--- config.mk ---
export PLATFORM = sky130hd
export DESIGN_NAME = wb_arbiter_flat
export DESIGN_NICKNAME = d
export VERILOG_FILES = /design/src/rtl/wb_arbiter_if.sv /design/src/rtl/wb_arbiter.sv /design/src/flat_wrapper.sv
export SDC_FILE = /design/constraint.sdc
export NUM_CORES = 1
export LEC_CHECK = 0
export CAP_MARGIN = 25
export CORE_ASPECT_RATIO = 1.4
export CORE_UTILIZATION = 38
export DETAILED_ROUTE_END_ITERATION = 8
export PLACE_DENSITY = 0.8
export SYNTH_ARGS = -nofsm -noshare
export SYNTH_HDL_FRONTEND = slang
export SYNTH_SLANG_ARGS = --single-unit
--- constraint.sdc ---
create_clock -name clk -period 2.7 [get_ports clk]
set_clock_uncertainty 0.05 [all_clocks]
set_input_delay 0.27 -clock clk [delete_from_list [all_inputs] [get_ports clk]]
set_output_delay 0.27 -clock clk [all_outputs]
set_load 0.05 [all_outputs]
--- src/rtl/wb_arbiter_if.sv ---
// Bundle of writeback request ports, allocation port and register-file write
// outputs shared between the writeback arbiter and its environment.
interface wb_arbiter_if;
  logic        p0_valid;
  logic [4:0]  p0_waddr;
  logic [31:0] p0_wdata;
  logic        p0_ready;
  logic        p1_valid;
  logic [4:0]  p1_waddr;
  logic [31:0] p1_wdata;
  logic        p1_ready;
  logic        alloc_valid;
  logic [4:0]  alloc_addr;
  logic        we;
  logic [4:0]  waddr;
  logic [31:0] wdata;
  logic [31:0] busy_vec;
  logic        err_dup;

  modport master (
    output p0_valid, p0_waddr, p0_wdata,
    output p1_valid, p1_waddr, p1_wdata,
    output alloc_valid, alloc_addr,
    input  p0_ready, p1_ready,
    input  we, waddr, wdata, busy_vec, err_dup
  );

  modport slave (
    input  p0_valid, p0_waddr, p0_wdata,
    input  p1_valid, p1_waddr, p1_wdata,
    input  alloc_valid, alloc_addr,
    output p0_ready, p1_ready,
    output we, waddr, wdata, busy_vec, err_dup
  );
endinterface

--- src/rtl/wb_arbiter.sv ---
// Two-port register-file writeback arbiter with starvation guard for the
// multi-cycle port and a pending-write scoreboard.
module wb_arbiter #(
  parameter int STARVE_LIMIT = 3
) (
  input  logic         clk,
  input  logic         rst,
  wb_arbiter_if.slave  bus
);

  localparam logic [2:0] AGE_MAX = 3'(STARVE_LIMIT);

  logic [2:0]  age_q, age_d;
  logic        we_q, we_d;
  logic [4:0]  waddr_q, waddr_d;
  logic [31:0] wdata_q, wdata_d;
  logic [31:0] busy_q, busy_d;
  logic        err_q, err_d;

  logic        grant0, grant1, xfer;
  logic [4:0]  sel_addr;
  logic [31:0] sel_data;
  logic        dup_hit;

  // Grants depend only on valids and the registered age, never on data or we.
  always_comb begin
    grant1   = ~rst & bus.p1_valid & (~bus.p0_valid | (age_q == AGE_MAX));
    grant0   = ~rst & bus.p0_valid & ~grant1;
    xfer     = grant0 | grant1;
    sel_addr = grant1 ? bus.p1_waddr : bus.p0_waddr;
    sel_data = grant1 ? bus.p1_wdata : bus.p0_wdata;

    age_d = age_q;
    if (!bus.p1_valid || grant1) begin
      age_d = 3'd0;
    end else if (age_q != AGE_MAX) begin
      age_d = age_q + 3'd1;
    end

    we_d    = xfer && (sel_addr != 5'd0);
    waddr_d = xfer ? sel_addr : waddr_q;
    wdata_d = xfer ? sel_data : wdata_q;
  end

  assign bus.p0_ready = grant0;
  assign bus.p1_ready = grant1;

  // A set and a clear landing on the same edge leave the bit set.
  assign busy_d[0] = 1'b0;
  generate
    for (genvar gi = 1; gi < 32; gi++) begin : g_busy
      assign busy_d[gi] = (bus.alloc_valid && (bus.alloc_addr == 5'(gi))) |
                          (busy_q[gi] & ~(we_q && (waddr_q == 5'(gi))));
    end
  endgenerate

  always_comb begin
    dup_hit = bus.alloc_valid && (bus.alloc_addr != 5'd0) &&
              busy_q[bus.alloc_addr] &&
              !(we_q && (waddr_q == bus.alloc_addr));
    err_d   = err_q | dup_hit;
  end

  always_ff @(posedge clk or posedge rst) begin
    if (rst) begin
      age_q   <= 3'd0;
      we_q    <= 1'b0;
      waddr_q <= 5'd0;
      wdata_q <= 32'd0;
      busy_q  <= 32'd0;
      err_q   <= 1'b0;
    end else begin
      age_q   <= age_d;
      we_q    <= we_d;
      waddr_q <= waddr_d;
      wdata_q <= wdata_d;
      busy_q  <= busy_d;
      err_q   <= err_d;
    end
  end

  assign bus.we       = we_q;
  assign bus.waddr    = waddr_q;
  assign bus.wdata    = wdata_q;
  assign bus.busy_vec = busy_q;
  assign bus.err_dup  = err_q;

endmodule
--- src/flat_wrapper.sv ---
// flat-port wrapper written by rule: the top's interface ports become plain ports
module wb_arbiter_flat 
#(
  parameter int STARVE_LIMIT = 3
)
  (clk, rst, bus_p0_valid, bus_p0_waddr, bus_p0_wdata, bus_p1_valid, bus_p1_waddr, bus_p1_wdata, bus_alloc_valid, bus_alloc_addr, bus_p0_ready, bus_p1_ready, bus_we, bus_waddr, bus_wdata, bus_busy_vec, bus_err_dup);
  wb_arbiter_if bus_i ();
  input  logic clk;
  input  logic rst;
  input wire logic [$bits(bus_i.p0_valid)-1:0] bus_p0_valid;
  input wire logic [$bits(bus_i.p0_waddr)-1:0] bus_p0_waddr;
  input wire logic [$bits(bus_i.p0_wdata)-1:0] bus_p0_wdata;
  input wire logic [$bits(bus_i.p1_valid)-1:0] bus_p1_valid;
  input wire logic [$bits(bus_i.p1_waddr)-1:0] bus_p1_waddr;
  input wire logic [$bits(bus_i.p1_wdata)-1:0] bus_p1_wdata;
  input wire logic [$bits(bus_i.alloc_valid)-1:0] bus_alloc_valid;
  input wire logic [$bits(bus_i.alloc_addr)-1:0] bus_alloc_addr;
  output wire logic [$bits(bus_i.p0_ready)-1:0] bus_p0_ready;
  output wire logic [$bits(bus_i.p1_ready)-1:0] bus_p1_ready;
  output wire logic [$bits(bus_i.we)-1:0] bus_we;
  output wire logic [$bits(bus_i.waddr)-1:0] bus_waddr;
  output wire logic [$bits(bus_i.wdata)-1:0] bus_wdata;
  output wire logic [$bits(bus_i.busy_vec)-1:0] bus_busy_vec;
  output wire logic [$bits(bus_i.err_dup)-1:0] bus_err_dup;
  assign bus_i.p0_valid = bus_p0_valid;
  assign bus_i.p0_waddr = bus_p0_waddr;
  assign bus_i.p0_wdata = bus_p0_wdata;
  assign bus_i.p1_valid = bus_p1_valid;
  assign bus_i.p1_waddr = bus_p1_waddr;
  assign bus_i.p1_wdata = bus_p1_wdata;
  assign bus_i.alloc_valid = bus_alloc_valid;
  assign bus_i.alloc_addr = bus_alloc_addr;
  assign bus_p0_ready = bus_i.p0_ready;
  assign bus_p1_ready = bus_i.p1_ready;
  assign bus_we = bus_i.we;
  assign bus_waddr = bus_i.waddr;
  assign bus_wdata = bus_i.wdata;
  assign bus_busy_vec = bus_i.busy_vec;
  assign bus_err_dup = bus_i.err_dup;
  wb_arbiter #(.STARVE_LIMIT(STARVE_LIMIT)) u_core (.clk(clk), .rst(rst), .bus(bus_i));
endmodule
==> impl_metrics.env <==
export IMPL_slowest_stage="nor3b_4"
export IMPL_synth_simple_area_share_pct=10.42
export IMPL_wl_um=10920
export IMPL_syn_avg_cell_area_um2=10.46
export IMPL_grt_pass1_wl_um=17280
export IMPL_tns_ps=0
export IMPL_grt_max_degree=74
export IMPL_synth_fa_ha_area_share_pct=0.7161
export IMPL_grt_overflow=0
export IMPL_powerDensity_nw_per_um2=891.1
export IMPL_crit_fanout=33
export IMPL_synth_edf_count=0
export IMPL_synth_distinct_cells=38
export IMPL_grt_pass1_vias=3528
export IMPL_syn_inst=334
export IMPL_path_buf_inv=3
export IMPL_hold_ws_ps=461.6
export IMPL_setup_violations_final=0
export IMPL_final_cell_mix="clkdlybuf4s50_1, dfrtp_1, o21ai_0, inv_1, a222oi_1"
export IMPL_async_reset_ff_share_pct=100.0
export IMPL_synth_top_family_by_area="compound AO/OA/AOI/OAI gates"
export IMPL_rows=41
export IMPL_cts_sinks=73
export IMPL_drc=0
export IMPL_fin_nets=569
export IMPL_syn_num_nets=420
export IMPL_drtIter0Drc=263
export IMPL_antenna_found_initial=0
export IMPL_drv_cap=0
export IMPL_slew_violations=0
export IMPL_yosysSeqAreaShare_pct=52.27
export IMPL_viasPerCell=5.778
export IMPL_critPathTopFamily="buffers and inverters"
export IMPL_start_kind="register"
export IMPL_crit_required_ps=2380
export IMPL_seq_area_um2=1827
export IMPL_post_route_util_pct=61.24
export IMPL_use_met2_pct=41.04
export IMPL_hold_path_class="reg2reg"
export IMPL_worstMarginPinSlew_ps=909.5
export IMPL_hold_buffers=0
export IMPL_yosys_area_share_xor_xnor_pct=1.504
export IMPL_met1_usage_pct=25.27
export IMPL_synth_cell_area_um2=3495
export IMPL_synth_compound_area_share_pct=21.05
export IMPL_outcome="finished clean"
export IMPL_finalHoldViolCount=0
export IMPL_die_area_um2=9589
export IMPL_arrival_ps=2190
export IMPL_synth_ff_type="dfrtp_1"
export IMPL_io_pins=157
export IMPL_n_antenna_cell=0
export IMPL_p_switching_mw=1.950
export IMPL_io_buffers=155
export IMPL_nFillCells=735
export IMPL_muxShareOfSynthArea_pct=6.910
export IMPL_stdcell_area_um2=5498
export IMPL_grtUsageMet3_pct=5.983
export IMPL_period_share_pct=93.00
export IMPL_initial_core_util_pct=38.93
export IMPL_crit_type="reg2out"
export IMPL_area_growth_pct=57.32
export IMPL_hpwlAfterDp_um=7802
export IMPL_wire_per_inst_um=18.36
export IMPL_cts_buffers=9
export IMPL_slew_headroom_pct=39.36
export IMPL_drtPass1Iterations=6
export IMPL_path_clk_slew_ps=50
export IMPL_sw_frac_of_total_pct=39.79
export IMPL_num_vias=3438
export IMPL_routabilityCongestion=0.8327
export IMPL_multi_input_area_um2=1434
export IMPL_cts_root_buf="clkbuf_16"
export IMPL_end_kind="output port"
export IMPL_irDropWorstVdd_v=0.0005185
export IMPL_finalWorstPathRequiredPeriod_ps=2511
export IMPL_drive_above_1_share_pct=7.377
export IMPL_grt_usage_pct=23.05
export IMPL_clkPwrFrac_pct=26.5
export IMPL_die_y_um=115.5
export IMPL_ys_warn_count=0
export IMPL_critical_path_max_stage_delay_ps=480
export IMPL_cts_setup_buffers=0
export IMPL_die_w_um=83.05
export IMPL_cts_tree="done"
export IMPL_busiest_layer="met2"
export IMPL_fmax_mhz=398.2
export IMPL_p_int_mw=2.949
export IMPL_final_common_cell="clkdlybuf4s50_1"
export IMPL_clk_latency_ps=330
export IMPL_cts_max_path_buffers=2
export IMPL_core_um2=8977
export IMPL_drtAntennaViolNets=0
export IMPL_rsz0062_at_grt="false"
export IMPL_post_dp_cell_area_um2=5172
export IMPL_path_cells="ha_1 -> ha_1 -> buf_4 -> nor2b_1 -> nor3b_4 -> buf_12 -> buf_12"
export IMPL_htreeDepth=3
export IMPL_p_leak_nw=2.280
export IMPL_ys_ff_latch=73
export IMPL_comb_power_share_pct=41.3
export IMPL_cts_repair_resize_count=1
export IMPL_p_seq_share_pct=32.1
per-stage QoR:
| stage | setup slack (ps) | std cells | total power, mW |
|---|---|---|---|
| after floorplan | 19.93 | 334 | 2.803 |
| after global placement | 231.9 | 578 | 3.569 |
| after detailed placement | 156.9 | 579 | 3.610 |
| after CTS | 194.1 | 595 | 4.922 |
| after global routing | 110.9 | 595 | 5.090 |
| final | 188.9 | 595 | 4.899 |
power groups by stage:
stage	clock network, mW	registers [mW]	logic, mW
2_1_floorplan	0	2.38	0.425
3_3_place_gp	0	1.58	1.99
3_5_place_dp	0	1.59	2.02
4_1_cts	1.31	1.58	2.03
5_1_grt	1.36	1.61	2.12
6_report	1.30	1.57	2.03
synth_stat cells (3+ instances only):
master / instances / area [µm²]
dfrtp_1: 73 / 1827
o21ai_0: 69 / 345.3
inv_1: 35 / 131.4
a222oi_1: 33 / 330.3
clkbuf_1: 14 / 52.55
nand2_1: 12 / 45.04
mux2i_1: 11 / 110.1
nor2_1: 11 / 41.29
nand2b_1: 10 / 62.56
buf_2: 7 / 35.03
nor2b_1: 6 / 37.54
nand3_1: 5 / 25.02
or2_2: 5 / 31.28
xor2_1: 5 / 43.79
mux4_2: 3 / 67.56
nand3b_1: 3 / 22.52
nand4b_1: 3 / 26.28
nor3_1: 3 / 15.01
state kept, by name (all words and copies together) (netlist names):
name                 count
u_core.bus.wdata        32
u_core.bus.busy_vec     31
u_core.bus.waddr         5
u_core.age_q             3
u_core.bus.err_dup       1
u_core.bus.we            1
area by class of cell:
class | instances | share of cell area [%]
well taps | 107 | 2.435
clock inverters | 2 | 1.092
inverters | 35 | 2.458
repair buffers | 162 | 29.90
clock buffers | 14 | 4.802
flip-flops and latches | 73 | 33.23
multi-input cells | 202 | 26.08
cells by family (layout without fill, tap and decap cells):
logic type               count (synthesis)  after routing
multiplexers                            17             17
AND/OR/NAND/NOR                         66             66
buffers and inverters                   59            213
other                                    1              1
AO/OA/AOI/OAI                          110            110
flip-flops                              73             73
adder cells (fa/ha/maj)                  2              2
XOR/XNOR                                 6              6
worst paths after layout:
check	slack, ps	to	startpoint	cells past startpoint
worst max register to register	610	u_core.bus.wdata[22]	u_core.age_q[0]	8
min in group asynchronous	690	u_core.bus.wdata[16]	rst	3
worst min register to register	460	u_core.bus.wdata[2]	u_core.bus.wdata[2]	2
worst min-delay path	460	u_core.bus.wdata[2]	u_core.bus.wdata[2]	2
max in group asynchronous	1320	u_core.bus.wdata[8]	rst	3
worst max-delay path	190	bus_p1_ready	u_core.age_q[1]	7
layer usage:
| layer | share of wire [%] | wire, µm |
|---|---|---|
| met5 | 0 | 0 |
| met4 | 2.2 | 238 |
| met1 | 36 | 3917 |
| met3 | 8.1 | 887 |
| met2 | 54 | 5879 |
worst register-to-register path, stage by stage, from the launching register on:
cell,delay (ps)
dfrtp_1,390
ha_1,210
ha_1,210
buf_4,160
nor2b_1,240
nor3b_4,140
buf_12,190
a222oi_1,290
inv_1,80
Power figures use the tool's default switching activity.
